**config.mk**
```make
export PLATFORM = sky130hd
export DESIGN_NAME = pixel_streamer
export DESIGN_NICKNAME = d
export VERILOG_FILES = /design/src/rtl/pixel_streamer_pkg.sv /design/src/rtl/pixel_skid_fifo.sv /design/src/rtl/pixel_streamer.sv
export SDC_FILE = /design/constraint.sdc
export NUM_CORES = 1
export LEC_CHECK = 0
export ABC_AREA = 1
export BUFFER_PORTS_ARGS = -buffer_cell sky130_fd_sc_hd__buf_2
export CAP_MARGIN = 5
export CORE_UTILIZATION = 45
export CTS_CLUSTER_DIAMETER = 40
export DETAILED_ROUTE_END_ITERATION = 8
export PLACE_DENSITY_LB_ADDON = 0.05
export SYNTH_ARGS = -nofsm -noshare
export SYNTH_HDL_FRONTEND = slang
export SYNTH_SLANG_ARGS = --single-unit
```
**constraint.sdc**
```tcl
create_clock -name clk -period 4.5 [get_ports clk]
set_input_delay 0 -clock clk [delete_from_list [all_inputs] [get_ports clk]]
set_output_delay 0 -clock clk [all_outputs]
set_load 0.01 [all_outputs]
```
**src/rtl/pixel_streamer_pkg.sv**
```systemverilog
//============================================================================
// Module      : pixel_streamer_pkg
// Description : Shared CNN front-end definitions: default image geometry,
//               pixel width and the pixel streamer control states.
// Revision    : 1.0 - initial release
//============================================================================
`default_nettype none
`timescale 1ns/1ps

package pixel_streamer_pkg;

    // Default pixel width and image geometry used by the CNN front end
    localparam int c_DEF_I_F_BW = 8;
    localparam int c_DEF_IX     = 28;
    localparam int c_DEF_IY     = 28;

    // Frame streaming control states
    typedef enum logic [1:0] {
        ST_IDLE  = 2'd0,
        ST_RUN   = 2'd1,
        ST_DRAIN = 2'd2,
        ST_DONE  = 2'd3
    } stream_state_t;

endpackage

`default_nettype wire

```
**src/rtl/pixel_skid_fifo.sv**
```systemverilog
//============================================================================
// Module      : pixel_skid_fifo
// Description : Two-entry FIFO that absorbs the one-cycle memory read
//               latency against downstream back-pressure. A read while full
//               frees a slot for a same-cycle write.
// Revision    : 1.0 - initial release
//============================================================================
`default_nettype none
`timescale 1ns/1ps

module pixel_skid_fifo
    import pixel_streamer_pkg::*;
#(
    parameter int WIDTH = c_DEF_I_F_BW
)(
    input  logic             clk,
    input  logic             rst,
    input  logic             i_wr,
    input  logic [WIDTH-1:0] i_wr_data,
    input  logic             i_rd,
    output logic [WIDTH-1:0] o_rd_data,
    output logic             o_full,
    output logic             o_empty
);

    logic [WIDTH-1:0] r_mem [2];
    logic             r_wr_ptr;
    logic             r_rd_ptr;
    logic [1:0]       r_count;
    logic             w_do_rd;
    logic             w_do_wr;

    assign o_empty   = (r_count == 2'd0);
    assign o_full    = (r_count == 2'd2);
    assign o_rd_data = r_mem[r_rd_ptr];

    // The read retires first, so a full FIFO still accepts a write when popped
    assign w_do_rd = i_rd && !o_empty;
    assign w_do_wr = i_wr && (!o_full || w_do_rd);

    // Storage, pointers and occupancy update
    always_ff @(posedge clk) begin
        if (rst) begin
            r_mem[0] <= '0;
            r_mem[1] <= '0;
            r_wr_ptr <= 1'b0;
            r_rd_ptr <= 1'b0;
            r_count  <= 2'd0;
        end else begin
            if (w_do_wr) begin
                r_mem[r_wr_ptr] <= i_wr_data;
                r_wr_ptr        <= ~r_wr_ptr;
            end
            if (w_do_rd) begin
                r_rd_ptr <= ~r_rd_ptr;
            end
            case ({w_do_wr, w_do_rd})
                2'b10:   r_count <= r_count + 2'd1;
                2'b01:   r_count <= r_count - 2'd1;
                default: r_count <= r_count;
            endcase
        end
    end

endmodule

`default_nettype wire

```
**src/rtl/pixel_streamer.sv**
```systemverilog
//============================================================================
// Module      : pixel_streamer
// Description : Reads an IX x IY image from a 1-cycle-latency memory in
//               row-major order and streams it as a valid/ready pixel
//               stream tagged with row, column and last-pixel markers.
// Revision    : 1.0 - initial release
//============================================================================
`default_nettype none
`timescale 1ns/1ps

module pixel_streamer
    import pixel_streamer_pkg::*;
#(
    parameter int I_F_BW = c_DEF_I_F_BW,
    parameter int IX     = c_DEF_IX,
    parameter int IY     = c_DEF_IY
)(
    input  logic                       clk,
    input  logic                       reset,
    input  logic                       i_start,
    output logic                       o_busy,
    output logic                       o_done,
    output logic                       o_mem_en,
    output logic [$clog2(IX*IY)-1:0]   o_mem_addr,
    input  logic [I_F_BW-1:0]          i_mem_data,
    output logic                       o_valid,
    output logic [I_F_BW-1:0]          o_pixel,
    input  logic                       i_ready,
    output logic [$clog2(IY)-1:0]      o_row,
    output logic [$clog2(IX)-1:0]      o_col,
    output logic                       o_last
);

    localparam int c_NPIX   = IX * IY;
    localparam int c_ADDR_W = $clog2(c_NPIX);
    localparam int c_ROW_W  = $clog2(IY);
    localparam int c_COL_W  = $clog2(IX);

    localparam logic [c_ADDR_W-1:0] c_ADDR_MAX = c_ADDR_W'(c_NPIX - 1);
    localparam logic [c_ROW_W-1:0]  c_ROW_MAX  = c_ROW_W'(IY - 1);
    localparam logic [c_COL_W-1:0]  c_COL_MAX  = c_COL_W'(IX - 1);

    stream_state_t       r_state;
    logic                r_busy;
    logic                r_done;
    logic [c_ADDR_W-1:0] r_addr;
    logic                r_rd_pend;
    logic [c_ROW_W-1:0]  r_row;
    logic [c_COL_W-1:0]  r_col;

    logic                w_fifo_full;
    logic                w_fifo_empty;
    logic [I_F_BW-1:0]   w_fifo_head;
    logic                w_valid;
    logic                w_xfer;
    logic                w_last;
    logic                w_start;
    logic                w_issue;
    logic [1:0]          w_occ;
    logic [1:0]          w_load;

    pixel_skid_fifo #(
        .WIDTH (I_F_BW)
    ) u_fifo (
        .clk       (clk),
        .rst       (reset),
        .i_wr      (r_rd_pend),
        .i_wr_data (i_mem_data),
        .i_rd      (i_ready),
        .o_rd_data (w_fifo_head),
        .o_full    (w_fifo_full),
        .o_empty   (w_fifo_empty)
    );

    assign w_valid = !w_fifo_empty;
    assign w_xfer  = w_valid && i_ready;
    assign w_last  = w_valid && (r_row == c_ROW_MAX) && (r_col == c_COL_MAX);
    assign w_start = (r_state == ST_IDLE) && i_start;

    // FIFO occupancy as a count, derived from the full/empty flags
    always_comb begin
        w_occ = 2'd0;
        if (w_fifo_full) begin
            w_occ = 2'd2;
        end else if (!w_fifo_empty) begin
            w_occ = 2'd1;
        end
    end

    // Reads in flight plus buffered pixels, crediting a pop in this cycle so
    // an unstalled stream sustains one read per cycle without overflowing
    assign w_load  = w_occ + {1'b0, r_rd_pend} - {1'b0, w_xfer};
    assign w_issue = !reset && (r_state == ST_RUN) && (w_load < 2'd2);

    assign o_busy     = r_busy;
    assign o_done     = r_done;
    assign o_mem_en   = w_issue;
    assign o_mem_addr = r_addr;
    assign o_valid    = w_valid;
    assign o_pixel    = w_fifo_head;
    assign o_row      = r_row;
    assign o_col      = r_col;
    assign o_last     = w_last;

    // Frame control FSM with registered busy/done flags
    always_ff @(posedge clk) begin
        if (reset) begin
            r_state <= ST_IDLE;
            r_busy  <= 1'b0;
            r_done  <= 1'b0;
        end else begin
            case (r_state)
                ST_IDLE: begin
                    if (i_start) begin
                        r_state <= ST_RUN;
                        r_busy  <= 1'b1;
                    end
                end
                ST_RUN: begin
                    if (w_issue && (r_addr == c_ADDR_MAX)) begin
                        r_state <= ST_DRAIN;
                    end
                end
                ST_DRAIN: begin
                    if (w_xfer && w_last) begin
                        r_state <= ST_DONE;
                        r_done  <= 1'b1;
                    end
                end
                ST_DONE: begin
                    r_state <= ST_IDLE;
                    r_busy  <= 1'b0;
                    r_done  <= 1'b0;
                end
                default: begin
                    r_state <= ST_IDLE;
                    r_busy  <= 1'b0;
                    r_done  <= 1'b0;
                end
            endcase
        end
    end

    // Read address, read-return tracking and output pixel coordinates
    always_ff @(posedge clk) begin
        if (reset) begin
            r_addr    <= '0;
            r_rd_pend <= 1'b0;
            r_row     <= '0;
            r_col     <= '0;
        end else begin
            r_rd_pend <= w_issue;
            if (w_start) begin
                r_addr <= '0;
                r_row  <= '0;
                r_col  <= '0;
            end else begin
                if (w_issue) begin
                    r_addr <= (r_addr == c_ADDR_MAX) ? '0 : r_addr + 1'b1;
                end
                if (w_xfer) begin
                    if (r_col == c_COL_MAX) begin
                        r_col <= '0;
                        r_row <= (r_row == c_ROW_MAX) ? '0 : r_row + 1'b1;
                    end else begin
                        r_col <= r_col + 1'b1;
                    end
                end
            end
        end
    end

endmodule

`default_nettype wire

```
**After elaboration in Yosys (flattened, before gate mapping)**

Memory sizes are Yosys's and may differ from the RTL's. A register that Yosys moved wholly into a read port is not among the register bits.
Cells that the tools add are included.

- Add/subtract/negate cells: 7
- Magnitude comparators: 1
- Equality and inequality tests: 12
- Mux-type cells: 24
- Bitwise operators: 2
- Reductions and logical operators: 24

Operator list:

| cell | count |
|---|---|
| $mux W1 | 12 |
| $add A10 B1 Y10 const B | 1 |
| $add A5 B1 Y5 const B | 2 |
| $eq A10 B10 Y1 const B | 1 |
| $eq A5 B5 Y1 const B | 2 |
| $mux W10 | 1 |
| $mux W5 | 2 |
| $logic_and A1 B1 Y1 | 9 |
| $eq A2 B2 Y1 const B | 4 |
| $mux W2 | 4 |
| $mux W8 | 1 |
| $pmux W2 S4 | 1 |
| $reduce_or A8 Y1 | 1 |
| $reduce_and A2 Y1 | 3 |
| $reduce_bool A2 Y1 | 3 |
| $eq A2 B1 Y1 const B | 2 |
| $logic_not A2 Y1 | 2 |
| $ne A2 B2 Y1 const B | 2 |
| $pmux W1 S2 | 2 |
| $pmux W2 S2 | 1 |
| $logic_not A1 Y1 | 3 |
| $reduce_and A3 Y1 | 1 |
| $add A2 B1 Y2 | 1 |
| $add A2 B1 Y2 const B | 1 |
| 7 further kinds | 8 |

- Register bits after elaboration: 29
- Bits in writable memories: 16
- Bits of input ports: 12
- Output and inout port bits: 33
- Logic and storage cells: 81
- Memories: 1

Memory list:

| name | words | bits a word | rd ports | clocked after Yosys merged registers in | wr ports | line | source |
|---|---|---|---|---|---|---|---|
| u_fifo.r_mem | 2 | 8 | 1 | 1 | 2 | pixel_skid_fifo.sv:26 | `logic [WIDTH-1:0] r_mem [2];` |

**Longest topological paths before layout**

Gate-level depths: netlist (run 1).

- Depth after elaboration: 10
- Depth in mapped cells: 15
- Mapped depth without buffers: 15

**Cells and area by module**

Synthesis (run 1) repeated with hierarchy kept, for this count alone.

- Cells, all modules: 292
- Area total of the unflattened synthesis: 2427.3 um2

Modules (own cells, without submodules):

| module | instances | cells an instance | area each (um2) |
|---|---|---|---|
| pixel_streamer | 1 | 203 | 1463.9 |
| pixel_skid_fifo | 1 | 89 | 963.4 |

**Worst setup path after synthesis (run 1)**

No wires, ideal clock.

- Path type: register to register
- Start: register u_fifo.r_count[0]
- End: register r_addr[5] (netlist: o_mem_addr[5])
- Arrival: 1774 ps
- Data required time: 4379 ps
- Slack: 2604 ps
- Cell stages (with the launch flop): 16
- Clock period less this slack: 1896 ps
- Cell sequence: dfxtp_1 > nor2_1 > inv_2 > nand2_4 > inv_2 > ha_1 > inv_1 > nand2_1 > nand2_1 > nand2_1 > nand2_1 > nand3_1 > inv_1 > nand2_1 > nand2_1 > a21oi_1

- Elaborated cells on any way between the ends: 10
- Classes of those cells: add/sub (2); order compare (1); eq/ne (1); mux (2); reduce/logical (4)

RTL lines:

| what | line | source |
|---|---|---|
| from (decl) | pixel_skid_fifo.sv:29 | `logic [1:0] r_count;` |
| from (signal assigned) | pixel_skid_fifo.sv:58 | `2'b10: r_count <= r_count + 2'd1;` |
| from (signal assigned) | pixel_skid_fifo.sv:59 | `2'b01: r_count <= r_count - 2'd1;` |
| from (signal assigned) | pixel_skid_fifo.sv:60 | `default: r_count <= r_count;` |
| $logic_not A2 Y1 | pixel_skid_fifo.sv:33 | `assign o_empty = (r_count == 2'd0);` |
| $logic_not A1 Y1 | pixel_streamer.sv:75 | `assign w_valid = !w_fifo_empty;` |
| named net o_valid | pixel_streamer.sv:26 | `output logic o_valid,` |
| $logic_and A1 B1 Y1 | pixel_streamer.sv:76 | `assign w_xfer = w_valid && i_ready;` |
| named net u_fifo.w_do_rd | pixel_skid_fifo.sv:30 | `logic w_do_rd;` |
| $sub A2 B1 Y2 | pixel_streamer.sv:92 | `assign w_load = w_occ + {1'b0, r_rd_pend} - {1'b0, w_xfer};` |
| $lt A2 B2 Y1 | pixel_streamer.sv:93 | `assign w_issue = !reset && (r_state == ST_RUN) && (w_load < 2'd2);` |
| $logic_and A1 B1 Y1 | pixel_streamer.sv:93 |  |
| named net o_mem_en | pixel_streamer.sv:23 | `output logic o_mem_en,` |
| to (signal assigned) | pixel_streamer.sv:159 | `r_addr <= (r_addr == c_ADDR_MAX) ? '0 : r_addr + 1'b1;` |
| to (decl) | pixel_streamer.sv:46 | `logic [c_ADDR_W-1:0] r_addr;` |

The timed path passes the listed nets, and every way through them passes these cells.
A chain may end at the register's enable or synchronous reset.

**Final worst setup path (run 1)**

- Start: register u_fifo.r_count[0]
- End: output o_mem_en

- Elaborated cells on any way between the ends: 10
- Classes of those cells: add/sub (2); order compare (1); eq/ne (1); mux (2); reduce/logical (4)

RTL lines:

| what | line |
|---|---|
| $logic_not A2 Y1 | pixel_skid_fifo.sv:33 |
| $logic_not A1 Y1 | -- |
| $logic_and A1 B1 Y1 | -- |
| named net u_fifo.w_do_rd | pixel_skid_fifo.sv:30 |
| $sub A2 B1 Y2 | pixel_streamer.sv:92 |
| $lt A2 B2 Y1 | pixel_streamer.sv:93 |
| $logic_and A1 B1 Y1 | pixel_streamer.sv:93 |
| to (decl) | pixel_streamer.sv:23 |

The timed path passes the listed nets, and every way through them passes these cells.

==> impl_metrics.toml, run 1 <==
[critical_path]
worstPathCellList = "nor2_1, inv_2, nand2_4, inv_2, ha_1, inv_1, nand2_1, nand2_1, nand2_1, nand2_1, nand3_1, inv_1, buf_2"
critPathCaptureType = "output pin"
arrival_ns = 2.53
critPathSlowestCell = "nand3_1"
cp-start-kind = "register"
critPathRequiredTime_ns = 4.50
crit_type = "reg -> out"
worstPathMaxFanout = 14
cp_common_cell = "nand2_1"
slowest_delay_ns = 0.35

[synthesis]
synth_warnings = 0
synth.net_count = 293
yosysSeqAreaShare = 0.478
syn_inst = 272
syn_area_um2 = 2260
avgSynthCellArea_um2 = 8.32
ys_ff_latch = 46
synth_cell_type_count = 29

[global_routing]
grt_pass1_wl_um = 6850
antenna_found_initial = 0
grt_max_degree = 15
grt_use_total = 0.168
grt.overflow.total = 0
grt_pass1_vias = 1619

[clock_network]
cts_sinks = 46
htree_levels = 2
clk_latency_ns = 0.30
cts_setup_buffers = 0
cts-hold-fix-buffers = 1
numCtsBuffers = 5
cts_max_path_buffers = 2
cts_resized = 0
cts_tree = "done"
root_buffer = "clkbuf_8"
path_clk_slew_ns = 0.08

[pwr]
cellPowerDensity_nw_per_um2 = 424
clkPwrFrac = 0.265
power.switching_uw = 364
swShare = 0.321
irDropWorstVdd_mv = 0.191
p_comb_frac = 0.278
leakage_nw = 1.23
cell_internal_pwr_uw = 769
seqPwrFrac = 0.457

[timing]
setup_viol = 0
fin_tns_setup_ns = 0
slew_headroom = 0.674
fmax_ghz = 0.396
skew_ns = 0.00778
hold_violations = 0
tightest_slew_ns = 0.488
period_minus_slack_ns = 2.53
finalCritPeriodShare = 0.562
slew_viol_final = 0
rsz0062_at_grt = "false"
hold_ws_ns = 0.0127

[routing]
drt_iter0_drc = 57
drtAntennaViolNets = 0
routedWlPerCell_um = 10.9
wl_um = 4260
drc = 0
dr.pass1.iters = 4
vias = 1854
viasPerCell = 4.75

[place]
gp_congestion = 0.818
dp_hpwl_um = 3210
io_buffers = 44

[finish]
layout_common_cells = "52 x nor2_1, 44 x buf_2, 40 x nand2_1"
final_common_cell = "nor2_1"
drive_above_1_share = 0.211
multi_input_area_um2 = 1020
finalNetCount = 343
diodes = 0
num-fill-cells = 473
seq_area_um2 = 1080
area_growth_syn_to_layout_pct = 18.1

[run]
maxCapViolCount = 0

[floorplanning]
start_util = 0.473
core_um2 = 4790
rows = 25
fp.dieArea_um2 = 5320
die_width_um = 72.9
fp.dieH_um = 72.9
boundaryPins = 45

[hold_path]
hold_class = "in -> reg"

[status]
outcome = "finished, final reports clean"
[stage by stage]
| stage | total power [mW] | utilization | instances | area [µm²] | setup WS [ns] |
|---|---|---|---|---|---|
| after floorplan | 0.760 | - | 272 | 2260 | 2.60 |
| after global placement | 0.840 | 0.534 | 381 | 2560 | 2.21 |
| after detailed placement | 0.847 | 0.534 | 381 | 2560 | 2.13 |
| after CTS | 1.15 | 0.558 | 390 | 2670 | 1.95 |
| after global routing | 1.21 | 0.558 | 390 | 2670 | 1.65 |
| final | 1.13 | 0.558 | 390 | 2670 | 1.97 |
[layer usage]
metal	part of all wire	track usage	wire [µm]
met1	0.48	0.206	2040
met2	0.46	0.282	1960
met3	0.046	0.0428	198
met4	0.015	0.0654	63
met5	0	0	0
[area by class of cell]
class / instances / area share
Clock buffer: 7 / 0.0286
Clock inverter: 1 / 0.0112
Inverter: 39 / 0.0548
Multi-Input combinational cell: 185 / 0.383
Sequential cell: 46 / 0.404
Tap cell: 67 / 0.0314
Timing Repair Buffer: 45 / 0.0861
[critical path, delay by kind of cell, from the launching register on]
family                   cells  cell delay (ns)
buffers and inverters        5             0.76
AND/OR/NAND/NOR              7             0.83
flip-flops                   1             0.34
adder cells (fa/ha/maj)      1             0.29
[worst paths after layout]
check	from	to	slack [ns]	cells past startpoint
worst min register to register	u_fifo.r_rd_ptr	register	0.46	1
worst max register to register	u_fifo.r_count[0]	o_mem_addr[2]	2.13	14
worst min-delay path	i_start	o_busy	0.01	4
worst max-delay path	u_fifo.r_count[0]	o_mem_en	1.97	13
[state kept, by name, summed over array words and instances (netlist names), named ones only]
signal           cells
u_fifo.r_mem        16
u_fifo.r_wr_ptr      1
o_row                5
u_fifo.r_rd_ptr      1
u_fifo.r_count       2
o_mem_addr          10
r_state              2
r_rd_pend            1
o_busy               1
o_col                5
o_done               1
[power by group through the flow]
stage / clock (mW) / combinational (mW) / sequential [mW]
after global placement: 0 / 0.312 / 0.528
after floorplan: 0 / 0.242 / 0.519
after detailed placement: 0 / 0.318 / 0.529
after global routing: 0.324 / 0.362 / 0.527
final: 0.301 / 0.315 / 0.518
after CTS: 0.307 / 0.319 / 0.519
[kinds of logic (layout without fill, tap and decap cells)]
| family | after synthesis | after routing | share of synthesized area |
|---|---|---|---|
| flip-flops | 46 | 46 | 0.478 |
| adder cells (fa/ha/maj) | 9 | 9 | 0.0498 |
| multiplexers | 8 | 8 | 0.0398 |
| XOR/XNOR | 6 | 6 | 0.0232 |
| AND/OR/NAND/NOR | 132 | 132 | 0.261 |
| AO/OA/AOI/OAI | 30 | 30 | 0.0785 |
| buffers and inverters | 41 | 92 | 0.0697 |
[synthesized netlist by cell type]
| cell | n | share of area |
|---|---|---|
| xor2_1 | 2 | 0.0077 |
| inv_1 | 36 | 0.060 |
| nand4_1 | 6 | 0.017 |
| a31oi_1 | 1 | 0.0028 |
| o21ai_0 | 6 | 0.013 |
| nand3b_1 | 1 | 0.0033 |
| nor2_8 | 1 | 0.0088 |
| edfxtp_1 | 16 | 0.21 |
| nor3b_1 | 1 | 0.0033 |
| nand2_2 | 2 | 0.0055 |
| a211oi_1 | 4 | 0.013 |
| buf_4 | 1 | 0.0033 |
| a21boi_4 | 1 | 0.0083 |
| nand2_4 | 2 | 0.0099 |
| mux2_2 | 8 | 0.040 |
| nand2_1 | 40 | 0.066 |
| nand3_1 | 15 | 0.033 |
| clkbuf_1 | 1 | 0.0017 |
| a21oi_1 | 17 | 0.038 |
| o21a_1 | 1 | 0.0033 |
| nor4_1 | 1 | 0.0028 |
| nor2_1 | 52 | 0.086 |
| dfxtp_1 | 30 | 0.27 |
| or2_2 | 2 | 0.0055 |
| ha_1 | 9 | 0.050 |
| inv_2 | 2 | 0.0033 |
| xnor2_1 | 4 | 0.015 |
| clkinv_1 | 1 | 0.0017 |
| nor3_1 | 9 | 0.020 |
Note: power is estimated with default switching activity, not from simulation.
==> run 2: changes to the inputs <==
ABC_AREA = 0   (was 1)
clock period = 2.5 ns   (was 4.5 ns; I/O delays follow)
==> run 2 against run 1 <==
  * Worst hold slack improved by 0.064 ns
  * Final cell count decreased by 12%
  * Critical endpoint is now o_mem_addr[9]
  * Non-clock buffer count increased by 12
  * Count of clock-buffer cells in the layout decreased by 2
  * Setup slack got worse by 1.7 ns
  * Register-to-register slack got worse by 1.9 ns
  * Sequential power increased by 81%
==> impl_metrics.toml, run 2 <==
[status]
outcome = "finished, final reports clean"

[finish]
final_cells = 343
final_common_cell = "buf_2"
drive_above_1_share = 0.261
layout_common_cells = "44 x buf_2, 30 x dfxtp_1, 26 x nor2_1"
finalNetCount = 296
largest_register_ff_count = 16
area_growth_syn_to_layout_pct = 23.2
top_register = "u_fifo.r_mem"
diodes = 0

[routing]
dr.pass1.iters = 4
vias = 1672
routed-wl-met2_um = 2010
viasPerCell = 4.87
drt_iter0_drc = 83
drc = 0
topRoutingLayerUsed = "met4"
routedLengthMet1_um = 2010
routedWlPerCell_um = 12.1
wl_um = 4160
drtAntennaViolNets = 0
dr_wl_met3_um = 102

[synthesis]
ys_ff_latch = 46
yosysTopAreaCellShare = 0.269
synth.net_count = 238
avgSynthCellArea_um2 = 10.3
synth_ff_type = "dfxtp_1"
yosysSeqAreaShare = 0.484
synth_edf_count = 16
synth_warnings = 0
synth_top_cells_by_area = "dfxtp_1 27%, edfxtp_1 22%, and2_1 5.0%"
syn_area_um2 = 2230
syn_inst = 217
synth_cell_type_count = 42
yosysMostFrequentCell = "dfxtp_1"
synthArstFlopShare = 0
synth_top_cell_by_area = "dfxtp_1"
synth_common_cells = "30 x dfxtp_1, 26 x nor2_1, 18 x and2_1"

[global_routing]
grt_pass1_vias = 1537
grt_pass1_wl_um = 6750
grt_max_degree = 18
grt_use_total = 0.168
antenna_found_initial = 0
grt.overflow.total = 0

[timing]
period_minus_slack_ns = 2.23
rsz0062_at_grt = "false"
slew_viol_final = 0
setup_viol = 0
tightest_slew_ns = 0.721
finalCritPeriodShare = 0.893
skew_ns = 0.00533
slew_headroom = 0.519
fin_tns_setup_ns = 0
hold_violations = 0
fmax_ghz = 0.448

[critical_path]
cp-start-kind = "register"
critPathCaptureType = "register"
r2r_start = "u_fifo.r_count[1]"
path_buf_inv = 1
worstPathMaxFanout = 8
crit_end = "o_mem_addr[9]"
path_depth = 8
critical_path.top_delay_family = "compound AO/OA/AOI/OAI gates"
crit_start = "u_fifo.r_count[1]"
worstPathCellList = "o21ai_2, inv_1, ha_1, nor2b_1, xor3_4, nand2_1, o21ai_1, nor2_1"
slowest_delay_ns = 0.49
critPathSlowestCell = "o21ai_1"
critPathRequiredTime_ns = 2.66
rrSetupSlack_ns = 0.27
arrival_ns = 2.39
r2r_cells = 8
reg2reg_to = "o_mem_addr[9]"
crit_type = "reg -> reg"

[clock_network]
path_clk_slew_ns = 0.08
cts_resized = 0
root_buffer = "clkbuf_8"
cts_tree = "done"
cts_max_path_buffers = 2
htree_levels = 2
numCtsBuffers = 5
clk_latency_ns = 0.29
cts_setup_buffers = 0
cts_sinks = 46

[floorplanning]
core_um2 = 4750
boundaryPins = 45
fp.dieH_um = 72.5
rows = 25
die_width_um = 72.5
start_util = 0.470
fp.dieArea_um2 = 5250

[pwr]
cellPowerDensity_nw_per_um2 = 818
irDropWorstVdd_mv = 0.468
leakage_nw = 1.21
total_power_mw = 2.25

[place]
dp_hpwl_um = 2950
placed_cells = 327
io_buffers = 44
gp_congestion = 0.710

[run]
maxCapViolCount = 0

[hold_path]
min_from = "reset"
hold_class = "in -> reg"
-- run 2: metal layers --
| layer | vias to the layer above | track usage |
|---|---|---|
| met5 | - | 0 |
| met4 | 0 | 0.0588 |
| met3 | 2 | 0.0417 |
| met2 | 29 | 0.290 |
| met1 | 769 | 0.203 |
| li1 | 872 | - |
-- run 2: power breakdown --
group,total (mW),switching [mW],internal (mW)
logic,0.679,0.348,0.330
registers,0.940,0.0736,0.866
clock network,0.633,0.238,0.395
total,2.25,0.660,1.59
-- run 2: cells by family after synthesis --
family,after synthesis,share of synthesized area
buf+inv,13,0.0275
fa+ha+maj,9,0.0504
mux,9,0.0448
simple gates,97,0.233
compound gates,26,0.0790
flops,46,0.484
xor+xnor,17,0.0812
-- run 2: metrics by stage --
step / hold slack, ns / setup slack (ns) / utilization / area [µm²]
after CTS: 0.0664 / 0.263 / 0.579 / 2750
after floorplan: 0.198 / 0.264 / - / 2230
final: 0.0768 / 0.266 / 0.579 / 2750
after global routing: 0.0863 / 0.0588 / 0.579 / 2750
after global placement: 0.299 / 0.325 / 0.534 / 2540
after detailed placement: 0.293 / 0.258 / 0.534 / 2540
-- run 2: area by class of cell --
class,count,area (µm²)
Inverter,7,26.3
Multi-Input combinational cell,158,1090
Timing Repair Buffer,57,338
Clock buffer,5,68.8
Sequential cell,46,1080
Tap cell,67,83.8
Clock inverter,3,63.8
Fill cell,458,2000
-- run 2: worst min-delay path by stage --
stage	end	slack [ns]	cells after the start
2_1_floorplan	u_fifo.r_mem[0][0]	0.20	1
3_3_place_gp	u_fifo.r_mem[0][1]	0.30	2
3_5_place_dp	u_fifo.r_mem[1][6]	0.29	2
4_1_cts	register	0.07	2
5_1_grt	u_fifo.r_wr_ptr	0.09	2
6_report	u_fifo.r_rd_ptr	0.08	2
-- run 2: what timing repair did --
| action | in CTS | in global routing |
|---|---|---|
| hold buffers | 8 | 0 |
| setup endpoints to repair | 0 | 0 |
| hold endpoints to repair | 14 | 0 |
==> run 3: changes to the inputs <==
BUFFER_PORTS_ARGS = -buffer_cell sky130_fd_sc_hd__buf_4   (was -buffer_cell sky130_fd_sc_hd__buf_2)
CORE_MARGIN = 4   (was default)
==> run 3 against run 2 <==
  * Sequential power barely moved
  * Via count rose by 0.48%
  * Count of clock-buffer cells in the layout did not move
  * First-iteration DRC count fell by 17%
  * Register-to-register slack improved by 0.02 ns
  * Clock power fell by 30%
  * Fmax rose by 0.74%
  * Critical path type unchanged
  * Largest cell class unchanged
  * Highest routed layer unchanged
==> impl_metrics.toml, run 3 (synthesized netlist as in run 2, its figures left out) <==
[timing]
skew_ns = 0.00659
rsz0062_at_grt = "false"
slew_headroom = 0.487
hold_violations = 0
slew_viol_final = 0
hold_ws_ns = 0.0725
tightest_slew_ns = 0.768
setup_ws_ns = 0.283
fin_tns_setup_ns = 0
period_minus_slack_ns = 2.22
finalCritPeriodShare = 0.887
fmax_ghz = 0.451
setup_viol = 0

[floorplanning]
boundaryPins = 45
rows = 25
die_width_um = 78.5
start_util = 0.470
fp.dieH_um = 78.5
core_um2 = 4750
fp.dieArea_um2 = 6150

[routing]
viasPerCell = 4.90
drt_iter0_drc = 69
drtAntennaViolNets = 0
vias = 1680
routedWlPerCell_um = 12.8
drc = 0
dr.pass1.iters = 4
wl_um = 4380

[place]
place_ws_ns = 0.266
gp_congestion = 0.751
placed_cells = 326
io_buffers = 44
dp_hpwl_um = 3120
placed_area_um2 = 2640

[critical_path]
critPathRequiredTime_ns = 2.67
arrival_ns = 2.39
slowest_delay_ns = 0.47
worstPathMaxFanout = 8
crit_type = "reg -> reg"
cp-start-kind = "register"
path_buf_inv = 1
critPathSlowestCell = "o21ai_1"
worstPathCellList = "o21ai_2, inv_1, ha_1, nor2b_1, xor3_4, nand2_1, o21ai_1, nor2_1"
critPathCaptureType = "register"
critical_path.top_delay_family = "compound AO/OA/AOI/OAI gates"

[global_routing]
antenna_found_initial = 0
grt_max_degree = 18
grt_use_total = 0.150
grt_pass1_vias = 1630
grt_pass1_wl_um = 7370
grt.overflow.total = 0

[clock_network]
clk_latency_ns = 0.30
root_buffer = "clkbuf_8"
path_clk_slew_ns = 0.08
cts_max_path_buffers = 2
cts_tree = "done"
cts_sinks = 46
htree_levels = 2
numCtsBuffers = 5
cts_setup_buffers = 0

[finish]
layout_common_cells = "48 x buf_4, 30 x dfxtp_1, 26 x nor2_1"
final_common_cell = "buf_4"
final_cells = 343
area_growth_syn_to_layout_pct = 26.4
top_register = "u_fifo.r_mem"
drive_above_1_share = 0.261
num-fill-cells = 436
largest_register_ff_count = 16
finalInstanceArea_um2 = 2820
final_core_util = 0.594
diodes = 0
finalNetCount = 296

[hold_path]
hold_class = "in -> reg"

[run]
maxCapViolCount = 0

[pwr]
leakage_nw = 1.20
total_power_mw = 2.10
irDropWorstVdd_mv = 0.358
cellPowerDensity_nw_per_um2 = 743

[status]
outcome = "finished, final reports clean"
==> run 3: changes by cell type in the layout (fill, tap and decap cells not counted) <==
cell	change
buf_2	-44
buf_4	+43
bufinv_16	-2
clkinv_1	-1
clkinv_2	+1
clkinv_4	+1
clkinvlp_4	+1
dlygate4sd3_1	+1
==> run 3: worst reg2reg max path, stage by stage (launching register included) <==
cell	delay, ns
dfxtp_1	0.37
o21ai_2	0.18
inv_1	0.07
ha_1	0.28
nor2b_1	0.18
xor3_4	0.31
nand2_1	0.12
o21ai_1	0.47
nor2_1	0.10
==> run 3: final timing paths <==
kind | from | to | slack [ns] | cells after the start
setup / recovery | u_fifo.r_count[1] | o_mem_addr[9] | 0.28 | 8
hold / removal | i_start | o_busy | 0.07 | 5
setup reg to reg | u_fifo.r_count[1] | o_mem_addr[9] | 0.28 | 8
hold reg to reg | o_mem_addr[1] | o_mem_addr[1] | 0.50 | 2
==> run 3: where the power goes <==
group          switching, mW  leakage, nW  internal (mW)
Sequential            0.0726        0.409          0.866
Combinational          0.348        0.745          0.366
Clock                  0.250       0.0441          0.196
Total                  0.670         1.20           1.43
==> run 3: area by class of cell <==
cell class	count	area [µm²]	area share
timing repair buffer	57	450	0.160
multi-input combinational	158	1090	0.387
sequential	46	1080	0.383
inverter	7	26.3	0.00931
tap	67	83.8	0.0297
clock buffer	5	68.8	0.0244
clock inverter	3	21.3	0.00754
==> run 3: timing repair <==
action                                  4_1_cts  5_1_grt
endpoints found under the setup margin        0        0
resized for setup                             0        0
endpoints found under the hold margin        17        0
hold buffers                                  9        0
==> run 3: routing by layer <==
metal / global-route usage / vias to the layer above / routed length [µm]
met1: 0.191 / 785 / 2040
met4: 0.0420 / 0 / 46
li1: - / 866 / -
met5: 0 / - / 0
met2: 0.251 / 24 / 2140
met3: 0.0401 / 5 / 151
